<file path="src/rtl/rv_pkg.sv">
// ============================================================================
// Module      : rv_pkg
// Description : Shared RV32 opcode constants, NOP encoding and fetch FSM states.
// Revision    : 1.0  initial release
// ============================================================================
`default_nettype none

package rv_pkg;

    localparam logic [6:0] c_op_r    = 7'b0110011;
    localparam logic [6:0] c_op_i    = 7'b0010011;
    localparam logic [6:0] c_op_l    = 7'b0000011;
    localparam logic [6:0] c_op_s    = 7'b0100011;
    localparam logic [6:0] c_op_b    = 7'b1100011;
    localparam logic [6:0] c_op_jal  = 7'b1101111;
    localparam logic [6:0] c_op_jalr = 7'b1100111;

    // addi x0,x0,0
    localparam logic [31:0] c_nop_instr = 32'h0000_0013;

    typedef enum logic [1:0] {
        FS_IDLE = 2'd0,
        FS_REQ  = 2'd1,
        FS_HOLD = 2'd2,
        FS_DROP = 2'd3
    } fetch_state_t;

    function automatic logic [31:0] pc_align(input logic [31:0] pc);
        return {pc[31:2], 2'b00};
    endfunction

endpackage

`default_nettype wire

</file>
<file path="src/rtl/if_id_reg.sv">
// ============================================================================
// Module      : if_id_reg
// Description : IF/ID pipeline register with load, hold and flush.
// Revision    : 1.0  initial release
// ============================================================================
`default_nettype none

module if_id_reg
    import rv_pkg::*;
#(
    parameter logic [31:0] NOP_INSTR = c_nop_instr
) (
    input  logic        clk,
    input  logic        rst_n,
    input  logic        i_load,
    input  logic        i_flush,
    input  logic [31:0] i_pc,
    input  logic [31:0] i_instr,
    output logic        o_valid,
    output logic [31:0] o_pc,
    output logic [31:0] o_instr
);

    logic        r_valid;
    logic [31:0] r_pc;
    logic [31:0] r_instr;

    always_ff @(posedge clk or negedge rst_n) begin
        if (!rst_n) begin
            r_valid <= 1'b0;
            r_pc    <= 32'h0;
            r_instr <= NOP_INSTR;
        end else if (i_load) begin
            r_valid <= 1'b1;
            r_pc    <= i_pc;
            r_instr <= i_instr;
        end else if (i_flush) begin
            r_valid <= 1'b0;
            r_instr <= NOP_INSTR;
        end
    end

    assign o_valid = r_valid;
    assign o_pc    = r_pc;
    // Invalid slot always presents a NOP so downstream decode stays benign
    assign o_instr = r_valid ? r_instr : NOP_INSTR;

endmodule

`default_nettype wire

</file>
<file path="src/rtl/fetch_stage.sv">
// ============================================================================
// Module      : fetch_stage
// Description : Instruction fetch with PC, req/ack memory port, skid buffer
//               and IF/ID register; supports decode stall and redirect.
// Revision    : 1.0  initial release
// ============================================================================
`default_nettype none

module fetch_stage
    import rv_pkg::*;
#(
    parameter logic [31:0] RESET_PC  = 32'h0000_0000,
    parameter logic [31:0] NOP_INSTR = c_nop_instr
) (
    input  logic        clk,
    input  logic        rst_n,
    output logic        imem_req,
    output logic [31:0] imem_addr,
    input  logic        imem_ack,
    input  logic [31:0] imem_rdata,
    input  logic        stall,
    input  logic        redirect,
    input  logic [31:0] redirect_pc,
    output logic        if_id_valid,
    output logic [31:0] if_id_pc,
    output logic [31:0] if_id_instr,
    output logic [6:0]  if_id_opcode
);

    fetch_state_t r_state;
    fetch_state_t w_state_nxt;

    logic [31:0] r_pc;
    logic [31:0] w_pc_nxt;
    logic [31:0] r_drop_addr;
    logic        r_skid_valid;
    logic [31:0] r_skid_pc;
    logic [31:0] r_skid_instr;

    logic        w_skid_load;
    logic        w_skid_clr;
    logic        w_drop_load;
    logic        w_ifid_load;
    logic        w_ifid_flush;
    logic [31:0] w_ifid_pc;
    logic [31:0] w_ifid_instr;
    logic        w_ifid_free;
    logic        w_req;
    logic [31:0] w_addr;

    assign w_ifid_free = !if_id_valid || !stall;

    always_comb begin
        w_state_nxt  = r_state;
        w_pc_nxt     = r_pc;
        w_skid_load  = 1'b0;
        w_skid_clr   = 1'b0;
        w_drop_load  = 1'b0;
        w_ifid_load  = 1'b0;
        w_ifid_flush = 1'b0;
        w_ifid_pc    = r_pc;
        w_ifid_instr = imem_rdata;
        w_req        = 1'b0;
        w_addr       = r_pc;

        case (r_state)
            FS_IDLE: begin
                w_state_nxt = FS_REQ;
            end

            FS_REQ: begin
                w_req = 1'b1;
                if (redirect) begin
                    w_pc_nxt     = pc_align(redirect_pc);
                    w_ifid_flush = 1'b1;
                    w_skid_clr   = 1'b1;
                    // An outstanding request must still be retired before refetching
                    if (!imem_ack) begin
                        w_state_nxt = FS_DROP;
                        w_drop_load = 1'b1;
                    end
                end else if (imem_ack) begin
                    w_pc_nxt = r_pc + 32'd4;
                    if (w_ifid_free) begin
                        w_ifid_load = 1'b1;
                    end else begin
                        w_skid_load = 1'b1;
                        w_state_nxt = FS_HOLD;
                    end
                end else if (!stall) begin
                    w_ifid_flush = 1'b1;
                end
            end

            FS_HOLD: begin
                if (redirect) begin
                    w_pc_nxt     = pc_align(redirect_pc);
                    w_ifid_flush = 1'b1;
                    w_skid_clr   = 1'b1;
                    w_state_nxt  = FS_REQ;
                end else if (!stall) begin
                    w_ifid_load  = r_skid_valid;
                    w_ifid_pc    = r_skid_pc;
                    w_ifid_instr = r_skid_instr;
                    w_skid_clr   = 1'b1;
                    w_state_nxt  = FS_REQ;
                end
            end

            FS_DROP: begin
                w_req  = 1'b1;
                w_addr = r_drop_addr;
                if (redirect) begin
                    w_pc_nxt     = pc_align(redirect_pc);
                    w_ifid_flush = 1'b1;
                    w_skid_clr   = 1'b1;
                end else if (!stall) begin
                    w_ifid_flush = 1'b1;
                end
                if (imem_ack) begin
                    w_state_nxt = FS_REQ;
                end
            end

            default: begin
                w_state_nxt = FS_IDLE;
            end
        endcase
    end

    always_ff @(posedge clk or negedge rst_n) begin
        if (!rst_n) begin
            r_state      <= FS_IDLE;
            r_pc         <= RESET_PC;
            r_drop_addr  <= 32'h0;
            r_skid_valid <= 1'b0;
            r_skid_pc    <= 32'h0;
            r_skid_instr <= NOP_INSTR;
        end else begin
            r_state <= w_state_nxt;
            r_pc    <= w_pc_nxt;
            if (w_drop_load) begin
                r_drop_addr <= r_pc;
            end
            if (w_skid_load) begin
                r_skid_valid <= 1'b1;
                r_skid_pc    <= r_pc;
                r_skid_instr <= imem_rdata;
            end else if (w_skid_clr) begin
                r_skid_valid <= 1'b0;
            end
        end
    end

    if_id_reg #(
        .NOP_INSTR (NOP_INSTR)
    ) u_if_id_reg (
        .clk     (clk),
        .rst_n   (rst_n),
        .i_load  (w_ifid_load),
        .i_flush (w_ifid_flush),
        .i_pc    (w_ifid_pc),
        .i_instr (w_ifid_instr),
        .o_valid (if_id_valid),
        .o_pc    (if_id_pc),
        .o_instr (if_id_instr)
    );

    assign imem_req     = w_req;
    assign imem_addr    = w_addr;
    assign if_id_opcode = if_id_instr[6:0];

endmodule

`default_nettype wire

</file>
<file path="config.mk">
export PLATFORM = sky130hd
export DESIGN_NAME = fetch_stage
export DESIGN_NICKNAME = d
export VERILOG_FILES = /design/src/rtl/rv_pkg.sv /design/src/rtl/if_id_reg.sv /design/src/rtl/fetch_stage.sv
export SDC_FILE = /design/constraint.sdc
export NUM_CORES = 1
export LEC_CHECK = 0
export BUFFER_PORTS_ARGS = -buffer_cell sky130_fd_sc_hd__buf_2
export CORE_UTILIZATION = 53
export CTS_CLUSTER_SIZE = 24
export DETAILED_ROUTE_END_ITERATION = 7
export HOLD_SLACK_MARGIN = 0.02
export PLACE_DENSITY = 0.76
export RECOVER_POWER = 25
export SLEW_MARGIN = 20
export SYNTH_ARGS = -nofsm -noshare
export SYNTH_HDL_FRONTEND = slang
export SYNTH_HIERARCHICAL = 1
export SYNTH_SLANG_ARGS = --single-unit
export TNS_END_PERCENT = 100
</file>
<file path="constraint.sdc">
create_clock -name clk -period 3.25 [get_ports clk]
set_clock_uncertainty 0.15 [all_clocks]
set_input_delay 0.65 -clock clk [delete_from_list [all_inputs] [get_ports clk]]
set_output_delay 0.65 -clock clk [all_outputs]
set_load 0.005 [all_outputs]
</file>
# ---- After elaboration in Yosys (flattened, before gate mapping)
# Index checks and enable logic that the tools add are counted.
dict set report op_classes {
  addsub 1
  n_eq_ne 9
  mux 47
  n_reduce_logical 11
}
# op count
set ops {}
lappend ops {{2-to-1 mux 32 bit} 13}
lappend ops {{one-hot mux 32 bit (2 select lines)} 1}
lappend ops {{adder 32 x 3 -> 32 bit (second input constant)} 1}
lappend ops {{2-to-1 mux 1 bit} 22}
lappend ops {{2-to-1 mux 2 bit} 7}
lappend ops {{inequality test 3 bit (second input constant)} 4}
lappend ops {{one-hot mux 2 bit (4 select lines)} 1}
lappend ops {{nonzero test 2 bit} 3}
lappend ops {{AND reduction 5 bit} 1}
lappend ops {{equality test 2 bit (second input constant)} 2}
lappend ops {{one-hot mux 1 bit (2 select lines)} 2}
lappend ops {{OR reduction 2 bit} 2}
lappend ops {{one-hot mux 1 bit (3 select lines)} 1}
lappend ops {{AND reduction 3 bit} 1}
lappend ops {{equality test 2 x 1 -> 1 bit (second input constant)} 1}
lappend ops {{logical NOT 1 bit} 2}
lappend ops {{logical NOT 2 bit} 1}
lappend ops {{inequality test 2 x 1 -> 1 bit (second input constant)} 1}
lappend ops {{inequality test 2 bit (second input constant)} 1}
lappend ops {{logical OR 1 bit} 1}
dict set report word_totals {
  reg_bits 196
  in_bits 69
  elab_cells 77
}

# ---- Longest topological paths before layout
dict set report logic_depth {
  ltp_word 7
  depth_mapped 12
  depth_no_buf 8
}

# ---- Modules after synthesis
# The synthesis kept the hierarchy.
# module n_inst cells_each area_per_inst_um2 seq_area_each_um2
set by_module_without_submodules {}
lappend by_module_without_submodules {fetch_stage 1 618 6925.4 3131.8}
lappend by_module_without_submodules {if_id_reg 1 243 2925.3 1630.3}

# ---- Worst setup path before layout
# OpenSTA, ideal clock, no wires.
dict set report synth_path {
  path_kind {register to register}
  startpoint {register r_state[0]}
  endpoint {register u_if_id_reg.r_pc[10] (netlist: u_if_id_reg/o_pc[10])}
  arrival_ps 2076
  t_required_ps 2975
  path_slack_ps 898
  stages_incl_launch_ff 11
  synth_period_minus_slack_ps 2352
  path_cell_list {dfrtp_1 inv_1 ha_1 clkbuf_1 and3_1 buf_2 a22oi_1 nor2b_1 buf_6 buf_6 mux2_4}
}
dict set report synth_between {
  elab_chain_cells 2
  elab_cells_between_ends 4
  classes_between {eq/ne (2); mux (2)}
}
# element line_no
set synth_lines {}
lappend synth_lines {{from (decl)} fetch_stage.sv:30} ;# fetch_state_t r_state;
lappend synth_lines {{from (signal assigned)} fetch_stage.sv:140} ;# r_state <= w_state_nxt;
lappend synth_lines {{equality test 2 bit or equality test 2 x 1 -> 1 bit (tied branches)} fetch_stage.sv:66} ;# case (r_state)
lappend synth_lines {{one-hot mux 1 bit (2 select lines) (*)} fetch_stage.sv:66}
lappend synth_lines {{via w_ifid_load} fetch_stage.sv:43} ;# logic w_ifid_load;
lappend synth_lines {{to (signal assigned)} if_id_reg.sv:35} ;# r_pc <= i_pc;
lappend synth_lines {{to (decl)} if_id_reg.sv:25} ;# logic [31:0] r_pc;
# Mark *: on every way through the listed nets, which the timed path passes. The rest lies on a longest branch.
# A chain may end at the register's enable or synchronous reset.

# ---- Final worst setup path
dict set report layout_path {
  startpoint {register r_state[1]}
  endpoint {output port imem_addr[7]}
}
dict set report layout_between {
  elab_chain_cells 2
}
# element line_no
set layout_lines {}
lappend layout_lines {{equality test 2 bit} fetch_stage.sv:66}
lappend layout_lines {{2-to-1 mux 32 bit} fetch_stage.sv:66}
lappend layout_lines {{to (decl)} fetch_stage.sv:18} ;# output logic [31:0] imem_addr,
# Every way passes these cells.

==> metrics.md <==
| Metric | Value |
|---|---|
| Asr flop ratio synth | `100%` |
| Area Overhead vs Synth | `15.4%` |
| Vias in the first global route | `between 6000 and 7000` |
| Die H | `138 um` |
| Syn avg cell area | `11.4 um2` |
| Synth Flop Type | `dfrtp_1` |
| DRT Pass-1 Iters | `7` |
| Total power | `10.3 mW` |
| GRT Total Usage | `between 20% and 30%` |
| Routed WL | `around 22 mm` |
| Pwr dens | `903 nW/um2` |
| Slew Limit Fails | `79` |
| Layout Nets | `around 1100` |
| Maximum clock path buffer count | `2` |
| H-tree depth | `4` |
| Leakage | `5.16 nW` |
| Final Hold Slack | `311 ps` |
| DRC violations left | `36` |
| RSZ-0062 raised after global routing | `no` |
| CTS root buf | `clkbuf_16` |
| Mapped Area | `9850 um2` |
| Seq cells post-synth | `190` |
| Via density | `between 5 and 6` |
| Setup CP Type | `reg2out` |
| DPL Wire Length | `14.0 mm` |
| Power share of the clock group | `approximately a fifth` |
| Post-layout minimum cycle time | `2810 ps` |
| Ports | `about 170` |
| Util after Layout | `62.9%` |
| Layout cells sized above 1 | `44.3%` |
| Residual overflow from global routing | `0` |
| Die width | `138 um` |
| Vias | `7002` |
| Final worst path period share | `86.4%` |
| Inserted Clock Buffers | `17` |
| CP Capture Type | `primary output` |
| Arrival @ worst endpoint | `~2000 ps` |
| Num Clock Sinks | `190` |
| Seq pwr share | `roughly two fifths` |
| First-pass GRT wire length | `35.6 mm` |
| Worst slew pin tran | `2040 ps` |
| Min-Delay Path Depth | `2` |
| Fmax | `356 MHz` |
| Die area | `around 19000 um2` |
| Total setup buffers inserted after CTS | `0` |
| Drt wl/cell | `17.7 um` |
| Register area share after synthesis | `48.3%` |
| Post-route antenna net violation count | `0` |
| Clock latency on the worst-skew pair | `430 ps` |
| Final hold vios | `0` |
| Sw Share | `34.6%` |
| Starting Density | `54.5%` |
| Synth cell types | `53` |
| TritonCTS clock tree | `done` |
| Slew HR | `-35.9%` |
| Crit start category | `register` |
| Total of max-cap violations | `1` |
| Status | `finished, violations left` |
| Post-Synthesis Cells | `861` |
| NetSw | `about 3.6 mW` |
| Critical Path RT | `2450 ps` |
| FP Rows | `49` |
| Port-buffer cells | `~170` |
| Most frequent cells in the layout | `184 x dfrtp_1, 179 x mux2_2, 168 x buf_2` |
| Finished Layout Cells | `roughly 1200` |
| Worst IR Drop VDD | `between 0.0004 and 0.0005 V` |
| Violated checks | `design-rule violations, max-capacitance violations, max-slew violations` |
| Dpl cells | `1198` |
| HP Class | `in2reg` |
| Endpoints failing setup | `0` |
| EDFF count, synth | `0` |
| CP max FO | `37` |
| Gpl congestion | `approximately 0.85` |
| Cell Int Power | `6.72 mW` |
| Initial drt markers | `487` |
| Antenna violations before repair | `1` |
| Commonest non-fill, non-tap cell in the layout | `dfrtp_1` |
| Comb pwr share | `38.6%` |
| Worst r2r path cells | `7` |
| Synth warn | `6` |
| Largest net degree at the start of global routing | `90` |
| Core area | `18100 um2` |
| Setup TNS | `0 ps` |
| Clock Pin Slew Worst Setup and Hold Paths | `70 ps` |
final timing paths:
path,endpoint,slack (ps),start
worst min register to register,r_drop_addr[17],340,r_drop_addr[17]
worst max-delay path,imem_addr[7],440,r_state[1]
min in group asynchronous,r_drop_addr[10],650,rst_n
worst max register to register,u_if_id_reg/o_pc[9],630,r_state[0]
worst min-delay path,r_skid_instr[25],310,imem_rdata[25]
max in group asynchronous,r_skid_pc[27],1090,rst_n
repair_timing:
action | 4_1_cts | 5_1_grt
hold buffers | 0 | 0
resized for setup | 0 | 1
endpoints found under the setup margin | 0 | 25
sequential cells by signal, indices dropped and copies added, names as in the netlist:
name,cells
r_skid_instr,32
u_if_id_reg/o_pc,32
u_if_id_reg/r_instr,32
r_drop_addr,30
r_pc,30
r_skid_pc,30
r_state,2
r_skid_valid,1
u_if_id_reg/o_valid,1
kinds of logic (layout without fill, tap and decap cells):
group                      after synthesis  count (layout)  synth area share (%)
AOI/OAI and AO/OA                      132             132                  8.15
muxes                                  218             218                  26.1
adders and majority gates                5               5                 0.635
and+or+nand+nor                        226             226                  11.9
buffers and inverters                   89             225                  4.86
other                                    1               5                0.0381
DFF                                    190             190                  48.3
metal layers:
layer | vias to the layer above | wire length (um) | track usage (%)
li1 | 3304 | - | -
met2 | 202 | 10500 | 38.2
met3 | 29 | 1140 | 5.44
met4 | 0 | 369 | 7.33
met5 | - | 0 | 0
met1 | 3467 | 9720 | 31.3
critical path, stage by stage, from the launching register on:
cell and delay [ps]:
dfrtp_1 500, ha_4 540, mux2_2 410, buf_2 130
power by group through the flow:
stage          Clock [mW]  Sequential, mW  Combinational, mW
2_1_floorplan           0            3.90               3.03
3_3_place_gp            0            4.21               3.87
3_5_place_dp            0            4.28               3.96
4_1_cts              2.09            4.24               3.99
5_1_grt              2.18            4.42               4.34
6_report             2.04            4.26               3.97
synthesized netlist by cell type, types with 5 or more instances:
cell type,instances,area (um2)
dfrtp_1,184,4600
mux2_2,179,2020
nand2_1,64,240
nand2b_1,36,225
mux2_4,32,480
nor2_1,32,120
and2_1,31,194
clkbuf_1,30,113
o21ai_0,30,150
a21oi_1,29,145
buf_2,24,120
o21ai_1,22,110
nand3_1,16,80.1
nor3_1,14,70.1
o22ai_1,13,81.3
buf_4,11,82.6
a2bb2oi_1,10,87.6
inv_1,9,33.8
nand4_1,9,56.3
buf_6,8,90.1
mux2i_1,7,70.1
dfstp_2,6,158
a211oi_1,5,37.5
and4_1,5,43.8
ha_1,5,62.6
area by class of cell:
| type | instances | area (um2) |
|---|---|---|
| Antenna cell | 1 | 2.50 |
| Fill cell | 1435 | 6720 |
| Sequential cell | 190 | 4760 |
| Clock inverter | 10 | 104 |
| Inverter | 9 | 33.8 |
| Clock buffer | 21 | 470 |
| Multi-Input combinational cell | 585 | 4670 |
| Tap cell | 229 | 287 |
| Timing Repair Buffer | 185 | 1040 |
metrics by stage:
| step | instance area, um2 | setup WS, ps |
|---|---|---|
| 2_1_floorplan | 9860 | 898 |
| 3_3_place_gp | 10800 | 525 |
| 3_5_place_dp | 10800 | 501 |
| 4_1_cts | 11400 | 85.8 |
| 5_1_grt | 11400 | 318 |
| 6_report | 11400 | 442 |
Power figures use the tool's default switching activity.
